## config.mk

```make
export PLATFORM = sky130hd
export DESIGN_NAME = booth_multiplier_param_flat
export DESIGN_NICKNAME = d
export VERILOG_FILES = /design/src/rtl/multdiv_pkg.sv /design/src/rtl/booth_multiplier_param_if.sv /design/src/rtl/booth_recode.sv /design/src/rtl/booth_multiplier_param.sv /design/src/flat_wrapper.sv
export SDC_FILE = /design/constraint.sdc
export NUM_CORES = 1
export LEC_CHECK = 0
export BUFFER_PORTS_ARGS = -buffer_cell sky130_fd_sc_hd__buf_2
export CAP_MARGIN = 30
export CORE_MARGIN = 2
export CORE_UTILIZATION = 50
export CTS_CLUSTER_DIAMETER = 40
export DETAILED_ROUTE_END_ITERATION = 6
export PLACE_DENSITY = 0.71
export SKIP_CTS_REPAIR_TIMING = 1
export SYNTH_ARGS = -nofsm -noshare
export SYNTH_HDL_FRONTEND = slang
export SYNTH_SLANG_ARGS = --single-unit
```

## constraint.sdc

```tcl
create_clock -name clock -period 7.1 [get_ports clock]
set_input_delay 1.775 -clock clock [delete_from_list [all_inputs] [get_ports clock]]
set_output_delay 1.775 -clock clock [all_outputs]
set_load 0.05 [all_outputs]
```

## src/rtl/multdiv_pkg.sv

```systemverilog
// Shared types for the multdiv unit: sequencer states and radix-4 Booth digit selects.
package multdiv_pkg;

    typedef enum logic {
        IDLE = 1'b0,
        RUN  = 1'b1
    } state_e;

    // Addend select: nz = non-zero digit, two = 2x multiplicand, neg = subtract.
    typedef struct packed {
        logic neg;
        logic two;
        logic nz;
    } booth_sel_t;

    localparam booth_sel_t ZERO = booth_sel_t'(3'b000);
    localparam booth_sel_t P1   = booth_sel_t'(3'b001);
    localparam booth_sel_t P2   = booth_sel_t'(3'b011);
    localparam booth_sel_t M1   = booth_sel_t'(3'b101);
    localparam booth_sel_t M2   = booth_sel_t'(3'b111);

endpackage

```

## src/rtl/booth_multiplier_param_if.sv

```systemverilog
// Start/result handshake bundle between the multdiv controller and the Booth multiplier.
interface booth_multiplier_param_if #(
    parameter int unsigned WIDTH = 32
);
    logic             ctrl_MULT;
    logic             ctrl_signed;
    logic [WIDTH-1:0] data_operandA;
    logic [WIDTH-1:0] data_operandB;
    logic [WIDTH-1:0] data_result;
    logic [WIDTH-1:0] data_result_hi;
    logic             data_exception;
    logic             data_resultRDY;
    logic             busy;

    modport master (
        output ctrl_MULT, ctrl_signed, data_operandA, data_operandB,
        input  data_result, data_result_hi, data_exception, data_resultRDY, busy
    );

    modport slave (
        input  ctrl_MULT, ctrl_signed, data_operandA, data_operandB,
        output data_result, data_result_hi, data_exception, data_resultRDY, busy
    );
endinterface

```

## src/rtl/booth_recode.sv

```systemverilog
// Radix-4 Booth recoder: maps a {b1, b0, guard} window to an addend select.
module booth_recode
    import multdiv_pkg::*;
(
    input  logic [2:0] i_window,
    output booth_sel_t o_sel_c
);

    always_comb begin
        o_sel_c = ZERO;
        case (i_window)
            3'b001, 3'b010: o_sel_c = P1;
            3'b011:         o_sel_c = P2;
            3'b100:         o_sel_c = M2;
            3'b101, 3'b110: o_sel_c = M1;
            default:        o_sel_c = ZERO;
        endcase
    end

endmodule

```

## src/rtl/booth_multiplier_param.sv

```systemverilog
// Sequential radix-4 Booth multiplier, WIDTH x WIDTH -> 2*WIDTH, signed or unsigned per operation.
module booth_multiplier_param
    import multdiv_pkg::*;
#(
    parameter int unsigned WIDTH = 32
) (
    input  logic                     clock,
    input  logic                     reset,
    booth_multiplier_param_if.slave  bus
);

    localparam int unsigned EW   = WIDTH + 2;
    localparam int unsigned ITER = WIDTH / 2 + 1;
    localparam int unsigned CW   = $clog2(ITER);

    state_e           r_state;
    logic [CW-1:0]    r_cnt;
    logic [EW-1:0]    r_m;
    logic [EW-1:0]    r_acc;
    logic [EW-1:0]    r_mpl;
    logic             r_guard;
    logic             r_signed;
    logic [WIDTH-1:0] r_res_lo;
    logic [WIDTH-1:0] r_res_hi;
    logic             r_exc;
    logic             r_rdy;
    logic             r_busy;

    booth_sel_t       w_sel;
    logic [EW-1:0]    w_a_ext;
    logic [EW-1:0]    w_b_ext;
    logic [EW-1:0]    w_mag;
    logic [EW-1:0]    w_addend;
    logic [EW-1:0]    w_sum;
    logic [EW-1:0]    w_acc_nxt;
    logic [EW-1:0]    w_mpl_nxt;
    logic [2*EW-1:0]  w_full;
    logic             w_last;
    logic             w_exc;

    booth_recode u_recode (
        .i_window ({r_mpl[1:0], r_guard}),
        .o_sel_c  (w_sel)
    );

    // Operand extension to EW bits, selected by the mode presented with the start pulse.
    always_comb begin
        w_a_ext = bus.ctrl_signed ? {{2{bus.data_operandA[WIDTH-1]}}, bus.data_operandA}
                                  : {2'b00, bus.data_operandA};
        w_b_ext = bus.ctrl_signed ? {{2{bus.data_operandB[WIDTH-1]}}, bus.data_operandB}
                                  : {2'b00, bus.data_operandB};
    end

    // One Booth step: add digit*M to the upper half, then arithmetic shift right by 2.
    always_comb begin
        w_mag     = w_sel.two ? {r_m[EW-2:0], 1'b0} : r_m;
        if (!w_sel.nz) begin
            w_mag = '0;
        end
        w_addend  = w_sel.neg ? (~w_mag + EW'(1)) : w_mag;
        w_sum     = r_acc + w_addend;
        w_acc_nxt = {{2{w_sum[EW-1]}}, w_sum[EW-1:2]};
        w_mpl_nxt = {w_sum[1:0], r_mpl[EW-1:2]};
        w_full    = {w_acc_nxt, w_mpl_nxt};
        w_last    = (r_cnt == CW'(ITER - 1));
        // Bits above the 2*WIDTH product are pure extension, so checking them too is harmless.
        w_exc     = r_signed ? !((&w_full[2*EW-1:WIDTH-1]) || !(|w_full[2*EW-1:WIDTH-1]))
                             : (|w_full[2*EW-1:WIDTH]);
    end

    always_ff @(posedge clock) begin
        if (reset) begin
            r_state  <= IDLE;
            r_cnt    <= '0;
            r_m      <= '0;
            r_acc    <= '0;
            r_mpl    <= '0;
            r_guard  <= 1'b0;
            r_signed <= 1'b0;
            r_res_lo <= '0;
            r_res_hi <= '0;
            r_exc    <= 1'b0;
            r_rdy    <= 1'b0;
            r_busy   <= 1'b0;
        end else begin
            r_rdy <= 1'b0;
            case (r_state)
                IDLE: ;
                RUN: begin
                    r_acc   <= w_acc_nxt;
                    r_mpl   <= w_mpl_nxt;
                    r_guard <= r_mpl[1];
                    r_cnt   <= r_cnt + CW'(1);
                    if (w_last) begin
                        r_res_lo <= w_full[WIDTH-1:0];
                        r_res_hi <= w_full[2*WIDTH-1:WIDTH];
                        r_exc    <= w_exc;
                        r_rdy    <= 1'b1;
                        r_busy   <= 1'b0;
                        r_state  <= IDLE;
                        r_cnt    <= '0;
                    end
                end
                default: r_state <= IDLE;
            endcase
            // A start pulse wins over the step above: fresh start, restart, or start on completion.
            if (bus.ctrl_MULT) begin
                r_state  <= RUN;
                r_busy   <= 1'b1;
                r_cnt    <= '0;
                r_m      <= w_a_ext;
                r_acc    <= '0;
                r_mpl    <= w_b_ext;
                r_guard  <= 1'b0;
                r_signed <= bus.ctrl_signed;
            end
        end
    end

    assign bus.data_result    = r_res_lo;
    assign bus.data_result_hi = r_res_hi;
    assign bus.data_exception = r_exc;
    assign bus.data_resultRDY = r_rdy;
    assign bus.busy           = r_busy;

endmodule

```

## src/flat_wrapper.sv

```systemverilog
// flat-port wrapper written by rule: the top's interface ports become plain ports
module booth_multiplier_param_flat import multdiv_pkg::*;
#(
    parameter int unsigned WIDTH = 32
)
  (clock, reset, bus_ctrl_MULT, bus_ctrl_signed, bus_data_operandA, bus_data_operandB, bus_data_result, bus_data_result_hi, bus_data_exception, bus_data_resultRDY, bus_busy);
  booth_multiplier_param_if #(.WIDTH(WIDTH)) bus_i ();
  input  logic clock;
  input  logic reset;
  input wire logic [$bits(bus_i.ctrl_MULT)-1:0] bus_ctrl_MULT;
  input wire logic [$bits(bus_i.ctrl_signed)-1:0] bus_ctrl_signed;
  input wire logic [$bits(bus_i.data_operandA)-1:0] bus_data_operandA;
  input wire logic [$bits(bus_i.data_operandB)-1:0] bus_data_operandB;
  output wire logic [$bits(bus_i.data_result)-1:0] bus_data_result;
  output wire logic [$bits(bus_i.data_result_hi)-1:0] bus_data_result_hi;
  output wire logic [$bits(bus_i.data_exception)-1:0] bus_data_exception;
  output wire logic [$bits(bus_i.data_resultRDY)-1:0] bus_data_resultRDY;
  output wire logic [$bits(bus_i.busy)-1:0] bus_busy;
  assign bus_i.ctrl_MULT = bus_ctrl_MULT;
  assign bus_i.ctrl_signed = bus_ctrl_signed;
  assign bus_i.data_operandA = bus_data_operandA;
  assign bus_i.data_operandB = bus_data_operandB;
  assign bus_data_result = bus_i.data_result;
  assign bus_data_result_hi = bus_i.data_result_hi;
  assign bus_data_exception = bus_i.data_exception;
  assign bus_data_resultRDY = bus_i.data_resultRDY;
  assign bus_busy = bus_i.busy;
  booth_multiplier_param #(.WIDTH(WIDTH)) u_core (.clock(clock), .reset(reset), .bus(bus_i));
endmodule
```

==> qor.yml <==
logic_synthesis:
  ys_warnings: 0
  ys_types: 83
  synth-compound-area-share_pct: 19.8
  synth-main-ff-cell: "sky130_fd_sc_hd__dfxtp_1"
  synth_xor_area_share_pct: 4.98
  ys_seq_elements: 174
  count_of_flip_flops_with_a_built_in_enable_after_synthesis: 0
  asyncSetResetFlopFracSynth_pct: 0
  ys_top_cells_by_count: "211 x sky130_fd_sc_hd__nand2_1, 205 x sky130_fd_sc_hd__nor2_1, 174 x sky130_fd_sc_hd__dfxtp_1"
  yosysSeqAreaShare_pct: 33.2
  synthesis.instances: 1381
  synth_area_per_cell_um2: 7.61
  synth.mux.area_fraction_pct: 10.0
  synth_top_family_by_area: "simple AND/OR/NAND/NOR gates"
  netlist_area_um2: 10500
  yosys-top-cells-area: "sky130_fd_sc_hd__dfxtp_1 33%, sky130_fd_sc_hd__mux2i_1 9.7%, sky130_fd_sc_hd__a21oi_1 7.7%, sky130_fd_sc_hd__nand2_1 7.5%, sky130_fd_sc_hd__nor2_1 7.3%"
  synth.most_common_cell: "sky130_fd_sc_hd__nand2_1"
  synth.net_count: 1486
  post_synth_and_or_nand_nor_area_fraction_pct: 23.1
  synthDominantAreaCellType: "sky130_fd_sc_hd__dfxtp_1"
  post_synth_fa_ha_maj_area_fraction_pct: 4.48
  netlist.area_leader.share_pct: 33.2
cts:
  tritoncts: "built"
  clkSinkCount: 174
  ctsLongestPathBuffers: 2
  htree_num_levels: 4
  cts_root_buf: "sky130_fd_sc_hd__clkbuf_16"
  clk_latency_ns: 0.43
  cts_inserted_buffers: 17
  clkTransAtPathRegs_ns: 0.08
sta:
  final_hold_viol_count: 0
  max_slew_margin_pct: 37.0
  max_freq_ghz: 0.155
  maxSlewViolCount: 0
  worst-slew-pin-transition_ns: 0.944
  unrepaired_setup_endpoints_after_global_routing: "no"
  finalCritPeriodShare_pct: 90.6
  finClkSkew_ns: 0.0119
  period_minus_slack_ns: 6.44
  final.setup.tns_ns: 0
  setup_violations_final: 0
worst_setup_path:
  reg_to_reg_setup_timing_slack_ns: 0.66
  master_of_the_slowest_instance_on_the_critical_path: "sky130_fd_sc_hd__dfxtp_1"
  crit_arrival_ns: 6.74
  critical_path.cell_chain: "nor3b_2 > nor2_1 > nand2_1 > nand2_1 > nand2_1 > ha_1 > o2111a_1 > nand4_1 > or2_1 > o21ai_1 > xnor2_1 > o221ai_1 > ha_1 > a21boi_1 > a311oi_1 > nor3_1 > o31ai_1 > nand2_1 > xnor2_1 > or4b_2 > nor4b_1 > o211ai_2"
  worst_setup_path_end_kind: "register"
  required_ns: 7.41
  timing.critical_path.fanout_max: 21
  worstSetupPathType: "reg -> reg"
  cpPeakStageDelay_ns: 0.77
  cp_common_cell: "sky130_fd_sc_hd__nand2_1"
  cp-start-kind: "register"
  critical_path.n_buffers_inverters: 0
  crit_family: "simple AND/OR/NAND/NOR gates"
layout:
  n_antenna_cell: 0
  finalNetCount: 1569
  areaGrowthSynthToFinish_pct: 13.8
  multi_input_comb_area_um2: 6550
  layout.filler_cells: 2010
  seqCellArea_um2: 3490
  layout-drive-gt1-share_pct: 14.4
floorplan:
  floorplan.core_area_um2: 20800
  die_height_um: 149
  floorplan.die.width_um: 149
  num_rows: 53
  die-area_um2: 22200
  initial_core_util_pct: 50.4
  ios: 135
pwr:
  cellPowerDensity_nw_per_um2: 211
  total_leakage_power_nw: 5.06
  worst_ir_drop_vdd_uv: 159
  p_total_mw: 2.52
drt:
  first_pass_iteration_count_of_the_detailed_router: 7
  routed_wirelength_mm: 30.3
  remaining_drc_errors: 0
  routed_wire_length_per_instance_um: 17.3
  drt-vias-per-instance: 5.73
  drt_first_iter_violations: 738
  route.antenna.remaining_nets: 0
  routed-via-count: 10000
place:
  place_congestion: 0.961
  dp.final_hpwl_mm: 22.2
  numPortBuffers: 134
global_routing:
  vias_in_the_first_global_route: 8890
  grt_overflow_total: 0
  grt_first_pass_wirelength_mm: 46.6
  antenna_found_initial: 0
  grt_start_max_net_pins: 80
  grt_usage_pct: 26.3
min_path:
  hold_path_class: "reg -> reg"
flow_run:
  cap_viol_max_count: 0
run_status:
  run_status: "finished, final reports clean"
[flip-flops by register name (all words and copies together), names as in the netlist]
register and flops:
u_core.r_acc 32, u_core.r_state 1, u_core.bus.data_result 32, u_core.bus.data_resultRDY 1, u_core.r_signed 1, u_core.r_guard 1
u_core.bus.busy 1, u_core.bus.data_result_hi 32, u_core.r_cnt 5, u_core.r_m 33, u_core.bus.data_exception 1, u_core.r_mpl 34
[area by class of cell]
cell class	instances	area share, %
repair buffers	154	6.91
flip-flops and latches	174	29.2
multi-input cells	1088	54.8
clock inverters	15	1.75
clock buffers	17	3.56
inverters	29	0.911
well taps	275	2.88
[worst paths after layout]
kind | from | to | depth (start not counted)
hold reg to reg | u_core.bus.data_result_hi[21] | u_core.bus.data_result_hi[21] | 2
setup reg to reg | u_core.r_mpl[1] | u_core.bus.data_exception | 22
hold / removal | u_core.bus.data_result_hi[21] | u_core.bus.data_result_hi[21] | 2
setup / recovery | u_core.r_mpl[1] | u_core.bus.data_exception | 22
[worst min-delay path, cell delays in order, from the launching register on]
cell and delay, ns:
sky130_fd_sc_hd__dfxtp_1 0.31, sky130_fd_sc_hd__nand2_1 0.05, sky130_fd_sc_hd__a21oi_1 0.05
[placed cells by master, fill, tap and decap left out, drive strengths merged, types with 5 or more instances in the layout]
cell type  instances
nand2            212
nor2             205
dfxtp            174
a21oi            162
buf              154
mux2i            102
o21ai             55
ha                36
inv               36
xnor2             29
xor2              29
nor3              25
nand3             20
a211oi            19
nor2b             17
clkbuf            17
a21o              15
a31oi             12
nand4             12
o211ai            10
clkinv             8
or2                8
a22oi              7
nand2b             7
a221oi             6
and2               6
or3                5
or4                5
o21bai             5
and3               5
[kinds of logic after synthesis]
group / Yosys count
AOI/OAI and AO/OA: 338
xor gates and xnor gates: 58
and+or+nand+nor: 550
buffers and inverters: 119
adders and majority gates: 37
muxes: 105
DFF: 174
[report_power, final]
group / switching (mW) / total, mW / internal (mW)
clock network: 0.489 / 0.980 / 0.490
logic: 0.298 / 0.486 / 0.187
registers: 0.0468 / 1.05 / 1.00
[stage by stage]
step           setup slack (ns)  hold WS (ns)  std cells  util, %  cell area, um2
2_1_floorplan              1.45         0.444       1381        -           10500
3_3_place_gp              0.847         0.439       1720     54.4           11300
3_5_place_dp              0.732         0.443       1720     54.4           11300
4_1_cts                   0.725         0.454       1752     57.4           12000
5_1_grt                   0.174         0.471       1752     57.4           12000
6_report                  0.665         0.453       1752     57.4           12000
[per-layer routing]
metal  share of wire [%]  up-vias  global-route usage, %
met5                   0        -                      0
met2                  46      315                   42.3
met1                  47     4697                   36.9
met3                 6.3       33                   4.40
li1                    -     4987                      -
met4                 1.3        0                   6.19
Power figures use the tool's default switching activity.
